File: src/rtl/input_command_decoder_if.sv
// Board-side bundle for the input decoder: raw keys/switches in, clean counter controls out.
interface input_command_decoder_if;
  logic [3:0] i_key;
  logic [1:0] i_sw;
  logic       set;
  logic       shift_left2;
  logic       shift_right1;
  logic       input_pause;
  logic       dcrm;
  logic       nsyst;
  logic [2:0] pending;

  modport master (
    output i_key, i_sw,
    input  set, shift_left2, shift_right1, input_pause, dcrm, nsyst, pending
  );

  modport slave (
    input  i_key, i_sw,
    output set, shift_left2, shift_right1, input_pause, dcrm, nsyst, pending
  );
endinterface

File: src/rtl/input_command_decoder.sv
// Turns raw board keys/switches into synchronised, debounced command pulses and levels
// for the counter; simultaneous key presses are serialised one pulse per cycle.
module input_command_decoder #(
  parameter int unsigned p_debounce_cycles = 20000,
  parameter bit          p_key_active_low  = 1'b1
) (
  input logic                   i_clk,
  input logic                   reset,
  input_command_decoder_if.slave bus
);
  localparam int unsigned           CntW    = $clog2(p_debounce_cycles) + 1;
  localparam logic [CntW-1:0]       CntLast = CntW'(p_debounce_cycles - 1);

  typedef enum logic {STABLE, CHANGING} dbState_e;

  logic [5:0]      rawNorm;
  logic [5:0]      sync1_q, sync2_q;
  logic [5:0]      deb_q;
  logic [5:0]      commit;
  dbState_e        dbState_q [6];
  logic [CntW-1:0] dbCnt_q [6];
  logic [2:0]      pending_q, pending_d;
  logic [2:0]      grant, pressCommit, pulse_q;
  logic            pause_q, pauseArm_q, dcrm_q, nsyst_q;

  // Channel order: [3:0] keys normalised to 1=pressed, [5:4] switches.
  always_comb begin
    rawNorm = {bus.i_sw, (p_key_active_low ? ~bus.i_key : bus.i_key)};
  end

  always_ff @(posedge i_clk) begin
    if (reset) begin
      sync1_q <= '0;
      sync2_q <= '0;
    end else begin
      sync1_q <= rawNorm;
      sync2_q <= sync1_q;
    end
  end

  always_comb begin
    commit = '0;
    for (int i = 0; i < 6; i++) begin
      commit[i] = (dbState_q[i] == CHANGING) && (sync2_q[i] != deb_q[i]) &&
                  (dbCnt_q[i] == CntLast);
    end
  end

  always_ff @(posedge i_clk) begin
    if (reset) begin
      deb_q <= '0;
      for (int i = 0; i < 6; i++) begin
        dbState_q[i] <= STABLE;
        dbCnt_q[i]   <= '0;
      end
    end else begin
      for (int i = 0; i < 6; i++) begin
        case (dbState_q[i])
          STABLE: begin
            if (sync2_q[i] != deb_q[i]) begin
              dbState_q[i] <= CHANGING;
              dbCnt_q[i]   <= CntW'(1);
            end else begin
              dbCnt_q[i]   <= '0;
            end
          end
          CHANGING: begin
            if (sync2_q[i] == deb_q[i]) begin
              dbState_q[i] <= STABLE;
              dbCnt_q[i]   <= '0;
            end else if (commit[i]) begin
              deb_q[i]     <= ~deb_q[i];
              dbState_q[i] <= STABLE;
              dbCnt_q[i]   <= '0;
            end else begin
              dbCnt_q[i]   <= dbCnt_q[i] + CntW'(1);
            end
          end
          default: begin
            dbState_q[i] <= STABLE;
            dbCnt_q[i]   <= '0;
          end
        endcase
      end
    end
  end

  // A press committed in the same cycle its bit is granted stays pending for one more pulse.
  always_comb begin
    grant = '0;
    if (pending_q[0])      grant = 3'b001;
    else if (pending_q[1]) grant = 3'b010;
    else if (pending_q[2]) grant = 3'b100;
    pressCommit = commit[2:0] & ~deb_q[2:0];
    pending_d   = (pending_q & ~grant) | pressCommit;
  end

  always_ff @(posedge i_clk) begin
    if (reset) begin
      pending_q  <= '0;
      pulse_q    <= '0;
      pauseArm_q <= 1'b0;
      pause_q    <= 1'b0;
      dcrm_q     <= 1'b0;
      nsyst_q    <= 1'b0;
    end else begin
      pending_q  <= pending_d;
      pulse_q    <= grant;
      pauseArm_q <= commit[3] & ~deb_q[3];
      pause_q    <= pause_q ^ pauseArm_q;
      dcrm_q     <= deb_q[4];
      nsyst_q    <= deb_q[5];
    end
  end

  assign bus.set          = pulse_q[0];
  assign bus.shift_left2  = pulse_q[1];
  assign bus.shift_right1 = pulse_q[2];
  assign bus.input_pause  = pause_q;
  assign bus.dcrm         = dcrm_q;
  assign bus.nsyst        = nsyst_q;
  assign bus.pending      = pending_q;
endmodule

File: src/flat_wrapper.sv
// flat-port wrapper written by rule: the top's interface ports become plain ports
module input_command_decoder_flat 
#(
  parameter int unsigned p_debounce_cycles = 20000,
  parameter bit          p_key_active_low  = 1'b1
)
  (i_clk, reset, bus_i_key, bus_i_sw, bus_set, bus_shift_left2, bus_shift_right1, bus_input_pause, bus_dcrm, bus_nsyst, bus_pending);
  input_command_decoder_if bus_i ();
  input logic i_clk;
  input logic reset;
  input wire logic [$bits(bus_i.i_key)-1:0] bus_i_key;
  input wire logic [$bits(bus_i.i_sw)-1:0] bus_i_sw;
  output wire logic [$bits(bus_i.set)-1:0] bus_set;
  output wire logic [$bits(bus_i.shift_left2)-1:0] bus_shift_left2;
  output wire logic [$bits(bus_i.shift_right1)-1:0] bus_shift_right1;
  output wire logic [$bits(bus_i.input_pause)-1:0] bus_input_pause;
  output wire logic [$bits(bus_i.dcrm)-1:0] bus_dcrm;
  output wire logic [$bits(bus_i.nsyst)-1:0] bus_nsyst;
  output wire logic [$bits(bus_i.pending)-1:0] bus_pending;
  assign bus_i.i_key = bus_i_key;
  assign bus_i.i_sw = bus_i_sw;
  assign bus_set = bus_i.set;
  assign bus_shift_left2 = bus_i.shift_left2;
  assign bus_shift_right1 = bus_i.shift_right1;
  assign bus_input_pause = bus_i.input_pause;
  assign bus_dcrm = bus_i.dcrm;
  assign bus_nsyst = bus_i.nsyst;
  assign bus_pending = bus_i.pending;
  input_command_decoder #(.p_debounce_cycles(p_debounce_cycles), .p_key_active_low(p_key_active_low)) u_core (.i_clk(i_clk), .reset(reset), .bus(bus_i));
endmodule
File: config.mk
export PLATFORM = sky130hd
export DESIGN_NAME = input_command_decoder_flat
export DESIGN_NICKNAME = d
export VERILOG_FILES = /design/src/rtl/input_command_decoder_if.sv /design/src/rtl/input_command_decoder.sv /design/src/flat_wrapper.sv
export SDC_FILE = /design/constraint.sdc
export NUM_CORES = 1
export LEC_CHECK = 0
export CORE_ASPECT_RATIO = 0.7
export CORE_MARGIN = 2
export CORE_UTILIZATION = 40
export CTS_CLUSTER_SIZE = 30
export DETAILED_ROUTE_END_ITERATION = 6
export GPL_TIMING_DRIVEN = 0
export PLACE_DENSITY_LB_ADDON = 0.2
export SLEW_MARGIN = 20
export SYNTH_ARGS = -nofsm -noshare
export SYNTH_HDL_FRONTEND = slang
export SYNTH_SLANG_ARGS = --single-unit
File: constraint.sdc
create_clock -name i_clk -period 2.68 [get_ports i_clk]
set_clock_uncertainty 0.1 [all_clocks]
set_input_delay 0.402 -clock i_clk [delete_from_list [all_inputs] [get_ports i_clk]]
set_output_delay 0.402 -clock i_clk [all_outputs]
set_load 0.02 [all_outputs]
==> summary.md, run 1 <==
| Metric | Value |
|---|---|
| Outcome | `finished clean` |
| Routed Antenna Nets | `0` |
| Area Growth Syn to Fin | `21.7%` |
| Setup CP Type | `reg -> reg` |
| Nets@finish | `~750` |
| Share of cells above drive strength 1 | `0.0738` |
| Via count | `between 4000 and 5000` |
| Vias in the first global route | `around 4300` |
| Final setup viols | `0` |
| Hold Fails Final Rpt | `0` |
| Combinational Power Share | `0.035` |
| Tot GR Track Use | `0.149` |
| Fin crit share | `0.947` |
| Total gr overflow | `0` |
| RSZ-0062 raised after global routing | `false` |
| Most frequent cells in the layout | `117 x nor2_1, 102 x edfxtp_1, 96 x conb_1` |
| Slowest cell on the critical path | `or4b_1` |
| Worst slack, placed | `-0.0186 ns` |
| Ys Warns | `0` |
| Hpwl dp | `just over 8000 um` |
| Worst Tran Pin Value | `roughly 0.59 ns` |
| First-pass GRT wire length | `20200 um` |
| Maximum vdd drop | `409 uV` |
| Fin cells | `approximately 950` |
| CTS Buf Count | `17` |
| DRC | `0` |
| Yosys top cell by area | `edfxtp_1` |
| Die Width | `about 160 um` |
| Yosys reg bits | `130` |
| WL final | `11500 um` |
| Register area | `roughly 3600 um^2` |
| Final worst slack | `0.143 ns` |
| Die area | `roughly 17000 um^2` |
| Switch share | `0.209` |
| Mapped Avg Cell Area | `between 10 and 15 um^2` |
| Root buffer cell | `clkbuf_16` |
| CP max stage delay | `0.56 ns` |
| Register area share after synthesis | `0.561` |
| Routed vias/inst | `around 4.8` |
| Commonest non-fill, non-tap cell in the layout | `nor2_1` |
| Placed Cells incl. Taps | `~910` |
| Clock power share | `0.488` |
| Clock slew at reported path FFs | `~0.06 ns` |
| Initial Util | `0.413` |
| Fillers | `about 1400` |
| CTS tree | `built` |
| Die Y | `approximately 110 um` |
| Post-synth cell types | `54` |
| Critical path cell sequence | `or4b_1 > nor4_2 > nand3b_1 > buf_4 > nor2_1` |
| Max cap viols | `0` |
| Reg power frac | `0.477` |
| Worst-skew pair later-pin latency | `just over 0.4 ns` |
| EDFF count, synth | `102` |
| Top Ports | `17` |
| Worst Setup End Kind | `register` |
| Main synth FF type | `edfxtp_1` |
| Mapped Area | `approximately 6500 um^2` |
| Worst hold-check path type | `reg -> reg` |
| Cell area power density | `621 nW/um^2` |
| CP max FO | `10` |
| H-tree depth | `4` |
| Hold_buf cts | `0` |
| Avg WL per Cell | `~12 um` |
| Worst hold margin | `approximately 0.34 ns` |
| P_leak | `about 2.7 nW` |
| Initial antenna violation count | `0` |
| Final slew viol count | `0` |
| WP data arrival | `around 2.6 ns` |
| DRT iter0 DRCs | `219` |
| Synth Instances | `between 600 and 700` |
| Clock Path Buffers | `2` |
| Tmin final | `~2.5 ns` |
| RePlAce Congestion | `between 0.7 and 0.8` |
| Multi-input gate area | `between 3000 and 4000 um^2` |
| Largest net degree at the start of global routing | `17` |
| Fmax | `between 300 and 400 MHz` |
| Worst slew margin | `0.605` |
| Int Power | `~3.9 mW` |
| WP data required | `2.74 ns` |
| CORE AREA | `15600 um^2` |
| Area fraction of the dominant cell type after synthesis | `0.474` |
| Std cell rows | `38` |
| Port Buf Inserts | `16` |
| CP startpoint kind | `register` |
| Net Sw Power | `about 1 mW` |
| Clk sinks | `130` |
| Ys async rst share | `0` |
| # diodes | `0` |
| Number of iterations in the first detailed-routing pass | `4` |
| Area contributors post-synth | `edfxtp_1 47%, xnor2_1 8.9%, dfxtp_1 8.7%, nor2_1 6.8%, xor2_1 3.3%` |
-- power groups by stage --
| stage | logic (mW) | registers, mW | clock network (mW) |
|---|---|---|---|
| after CTS | 0.167 | 2.33 | 2.43 |
| final | 0.170 | 2.33 | 2.38 |
| after global routing | 0.199 | 2.34 | 2.51 |
| after global placement | 0.163 | 2.36 | 0 |
| after floorplan | 0.134 | 2.35 | 0 |
| after detailed placement | 0.165 | 2.37 | 0 |
-- cell usage after synthesis, drive strengths merged (7+ instances only) --
library cell	number
nor2	117
edfxtp	102
xnor2	66
nand2	36
nand3	29
nand4	29
dfxtp	28
nor4	28
nor3	24
xor2	24
inv	19
nor2b	13
buf	9
or4	8
clkbuf	7
-- sequential cells by signal, indices dropped and copies added, names as in the netlist --
register and cells:
u_core.sync1_q 6, u_core.bus.nsyst 1, u_core.pulse_q 3, u_core.bus.dcrm 1
u_core.bus.input_pause 1, u_core.pauseArm_q 1, u_core.deb_q 6, u_core.sync2_q 6
u_core.bus.pending 3, u_core.dbState_q 6, u_core.dbCnt_q 96
-- worst paths after layout --
kind                            depth (start not counted)                    end  slack (ns)                   from
worst max-delay path                                    5  u_core.dbCnt_q[0][29]        0.14  u_core.dbCnt_q[0][21]
worst min-delay path                                    1      u_core.sync2_q[4]        0.34      u_core.sync1_q[4]
worst max register to register                          5  u_core.dbCnt_q[0][29]        0.14  u_core.dbCnt_q[0][21]
worst min register to register                          1      u_core.sync2_q[4]        0.34      u_core.sync1_q[4]
-- cells by family after synthesis --
group | count (synthesis) | share of synthesized area
xor+xnor | 90 | 0.122
compound gates | 25 | 0.0271
other cells | 1 | 0.000580
flops | 130 | 0.561
simple gates | 312 | 0.248
fa+ha+maj | 6 | 0.0116
mux | 2 | 0.00329
buf+inv | 36 | 0.0269
-- layout make-up --
| class | instances | area share |
|---|---|---|
| Inverter | 20 | 0.00955 |
| Clock inverter | 4 | 0.00318 |
| Tap cell | 200 | 0.0318 |
| Buffer | 16 | 0.0126 |
| Multi-Input combinational cell | 531 | 0.385 |
| Timing Repair Buffer | 16 | 0.0204 |
| Sequential cell | 130 | 0.461 |
| Clock buffer | 28 | 0.0767 |
-- critical path, delay by kind of cell, from the launching register on --
family,cells,cell delay (ns)
buf+inv,1,0.24
simple gates,4,1.48
flops,1,0.47
-- layer usage --
metal | track usage | share of wire | wire length [um]
met1 | 0.199 | 0.51 | 5890
met2 | 0.235 | 0.44 | 5100
met3 | 0.0317 | 0.032 | 364
met4 | 0.0662 | 0.015 | 167
met5 | 0 | 0 | 0
-- timing repair --
| action | 4_1_cts | 5_1_grt |
|---|---|---|
| resized for setup | 0 | 1 |
| endpoints found under the setup margin | 0 | 11 |
| buffers inserted | 0 | 0 |
-- through the flow --
| step | cell area (um^2) | utilization | setup TNS (ns) | total power, mW |
|---|---|---|---|---|
| 6_report | 7860 | 0.503 | 0 | 4.88 |
| 5_1_grt | 7860 | 0.503 | 0 | 5.05 |
| 4_1_cts | 7860 | 0.502 | 0 | 4.93 |
| 3_5_place_dp | 7230 | 0.462 | -0.0244 | 2.53 |
| 3_3_place_gp | 7230 | 0.462 | 0 | 2.53 |
| 2_1_floorplan | 6820 | - | 0 | 2.48 |
Note: power is estimated with default switching activity, not from simulation.
==> run 2, diff against run 1 <==
CAP_MARGIN = 10   (was not set)
CORE_MARGIN = 5   (was 2)
==> summary.md, run 2 (synthesized netlist as in run 1, its figures left out) <==
| Metric | Value |
|---|---|
| Die area | `18800 um^2 (+9.5%)` |
| RePlAce Congestion | `0.821 (+5.8%)` |
| Initial Util | `0.412 (-0.00125)` |
| Top Ports | `17 (unchanged)` |
| DRC | `0 (unchanged)` |
| DRT iter0 DRCs | `187 (-15%)` |
| Clk sinks | `130 (unchanged)` |
| Worst Tran Pin Value | `0.531 ns (-0.0624 ns)` |
| Routed Antenna Nets | `0 (unchanged)` |
| Fin crit share | `0.936 (-0.0108)` |
| Commonest non-fill, non-tap cell in the layout | `nor2_1` |
| Finished Cell Area | `7840 um^2 (-0.32%)` |
| Fillers | `1453 (+2.6%)` |
| Highest routing layer actually used | `met4` |
| Max cap viols | `0 (unchanged)` |
| WP data required | `2.68 ns (-0.06 ns)` |
| Setup CP Type | `reg -> reg` |
| Worst Setup End Kind | `register` |
| First-pass GRT wire length | `20400 um (+1.3%)` |
| CORE AREA | `15700 um^2 (+0.30%)` |
| Post-layout util | `0.500 (-0.00312)` |
| Crit-path leading delay family | `simple AND/OR/NAND/NOR gates` |
| Avg WL per Cell | `12.4 um (+1.6%)` |
| Tmin final | `2.51 ns (-0.0290 ns)` |
| M1 WL | `5920 um (+0.65%)` |
| Fin cells | `945 (unchanged)` |
| Hold Fails Final Rpt | `0 (unchanged)` |
| Die Y | `116 um (+5.4%)` |
| Tot GR Track Use | `0.135 (-0.0139)` |
| Cell mode on critical path | `or4b_1` |
| Worst hold-check path type | `reg -> reg` |
| Metal2 WL | `5240 um (+2.8%)` |
| Critical Path End | `u_core.dbState_q[0][5]` |
| Setup TNS | `0 ns (unchanged)` |
| Root buffer cell | `clkbuf_16` |
| Port Buf Inserts | `16 (unchanged)` |
| PnR Total Power | `4.80 mW (-1.6%)` |
| RSZ-0062 raised after global routing | `false` |
| Clock slew at reported path FFs | `0.06 ns (about the same)` |
| Maximum vdd drop | `347 uV (-15%)` |
| Register area | `3620 um^2 (unchanged)` |
| Number of iterations in the first detailed-routing pass | `4 (unchanged)` |
| Multi-input gate area | `3030 um^2 (unchanged)` |
| R2r worst-path depth | `5 (unchanged)` |
| Cell area power density | `612 nW/um^2 (-1.3%)` |
| CTS Buf Count | `17 (unchanged)` |
| Worst slew margin | `0.646 (+0.0416)` |
| Critical path cell sequence | `or4b_1 > nor4_2 > or4b_1 > buf_2 > a21boi_0` |
| Final worst slack | `0.172 ns (+0.0290 ns)` |
| Nets@finish | `746 (unchanged)` |
| Placed Cells incl. Taps | `913 (unchanged)` |
| P_leak | `2.70 nW (-0.34%)` |
| CP startpoint kind | `register` |
| Worst slack, placed | `-0.103 ns (-0.0846 ns)` |
| Final setup viols | `0 (unchanged)` |
| Critical path depth | `5 (unchanged)` |
| WP data arrival | `2.51 ns (-0.09 ns)` |
| CP max FO | `7 (-3)` |
| Hpwl dp | `8460 um (+1.9%)` |
| DP Area | `7230 um^2 (unchanged)` |
| R2R Setup Slk | `0.17 ns (+0.03 ns)` |
| WL final | `11700 um (+1.6%)` |
| Share of cells above drive strength 1 | `0.0779 (+0.00403)` |
| CTS tree | `built` |
| Total gr overflow | `0 (unchanged)` |
| Crit path launch | `u_core.dbCnt_q[0][86]` |
| Slowest cell on the critical path | `or4b_1` |
| WHS Path Cells | `1 (unchanged)` |
| Area Growth Syn to Fin | `21.3%` |
| Biggest register | `u_core.dbCnt_q` |
| # diodes | `0 (unchanged)` |
| Std cell rows | `38 (unchanged)` |
| Via count | `4588 (+1.5%)` |
| Largest net degree at the start of global routing | `17 (unchanged)` |
| Fmax | `399 MHz (+1.2%)` |
| R2r endpoint | `u_core.dbState_q[0][5]` |
| Max FFs per register | `96 (unchanged)` |
| Final slew viol count | `0 (unchanged)` |
| CP max stage delay | `0.56 ns (about the same)` |
| Routed vias/inst | `4.86 (+1.5%)` |
| DR WL met3 | `444 um (+22%)` |
| Most frequent cells in the layout | `117 x nor2_1, 102 x edfxtp_1, 96 x conb_1` |
| Vias in the first global route | `4496 (+3.7%)` |
| Worst hold margin | `0.329 ns (-0.00952 ns)` |
| Worst-skew pair later-pin latency | `0.41 ns (about the same)` |
| RR Startpoint | `u_core.dbCnt_q[0][86]` |
| Initial antenna violation count | `0 (unchanged)` |
| H-tree depth | `4 (unchanged)` |
| Clock Path Buffers | `2 (unchanged)` |
| Outcome | `finished clean` |
| WP buf/inv | `1 (unchanged)` |
| Die Width | `162 um (+3.8%)` |
run 2: area by class of cell:
type	count	share of cell area
multi-input combinational	531	0.386
inverter	20	0.00958
timing repair buffer	16	0.0204
sequential	130	0.462
clock buffer	22	0.0688
clock inverter	10	0.00814
tap	200	0.0319
buffer	16	0.0126
run 2: how the worst min path moves through the flow:
stage,slack [ns],start,to
floorplan,0.31,u_core.sync1_q[0],u_core.sync2_q[0]
global placement,0.32,u_core.sync1_q[5],u_core.sync2_q[5]
detailed placement,0.32,u_core.sync1_q[1],u_core.sync2_q[1]
CTS,0.33,u_core.sync1_q[0],u_core.sync2_q[0]
global route,0.36,u_core.sync1_q[4],u_core.sync2_q[4]
finish,0.33,u_core.sync1_q[0],u_core.sync2_q[0]
run 2: metal layers:
layer	vias to the layer above	global-route usage
met5	-	0
met4	0	0.0377
met3	8	0.0430
met2	67	0.213
met1	2178	0.181
li1	2335	-
run 2: repair_timing:
action | CTS | global route
hold buffers | 0 | 0
setup endpoints to repair | 0 | 10
resized for setup | 0 | 1
buffers inserted | 0 | 0
run 2: where the power goes:
| part | internal [mW] | switching (mW) | total (mW) |
|---|---|---|---|
| clock | 1.43 | 0.876 | 2.30 |
| sequential | 2.25 | 0.0789 | 2.33 |
| combinational | 0.0733 | 0.0978 | 0.171 |
| total | 3.75 | 1.05 | 4.80 |
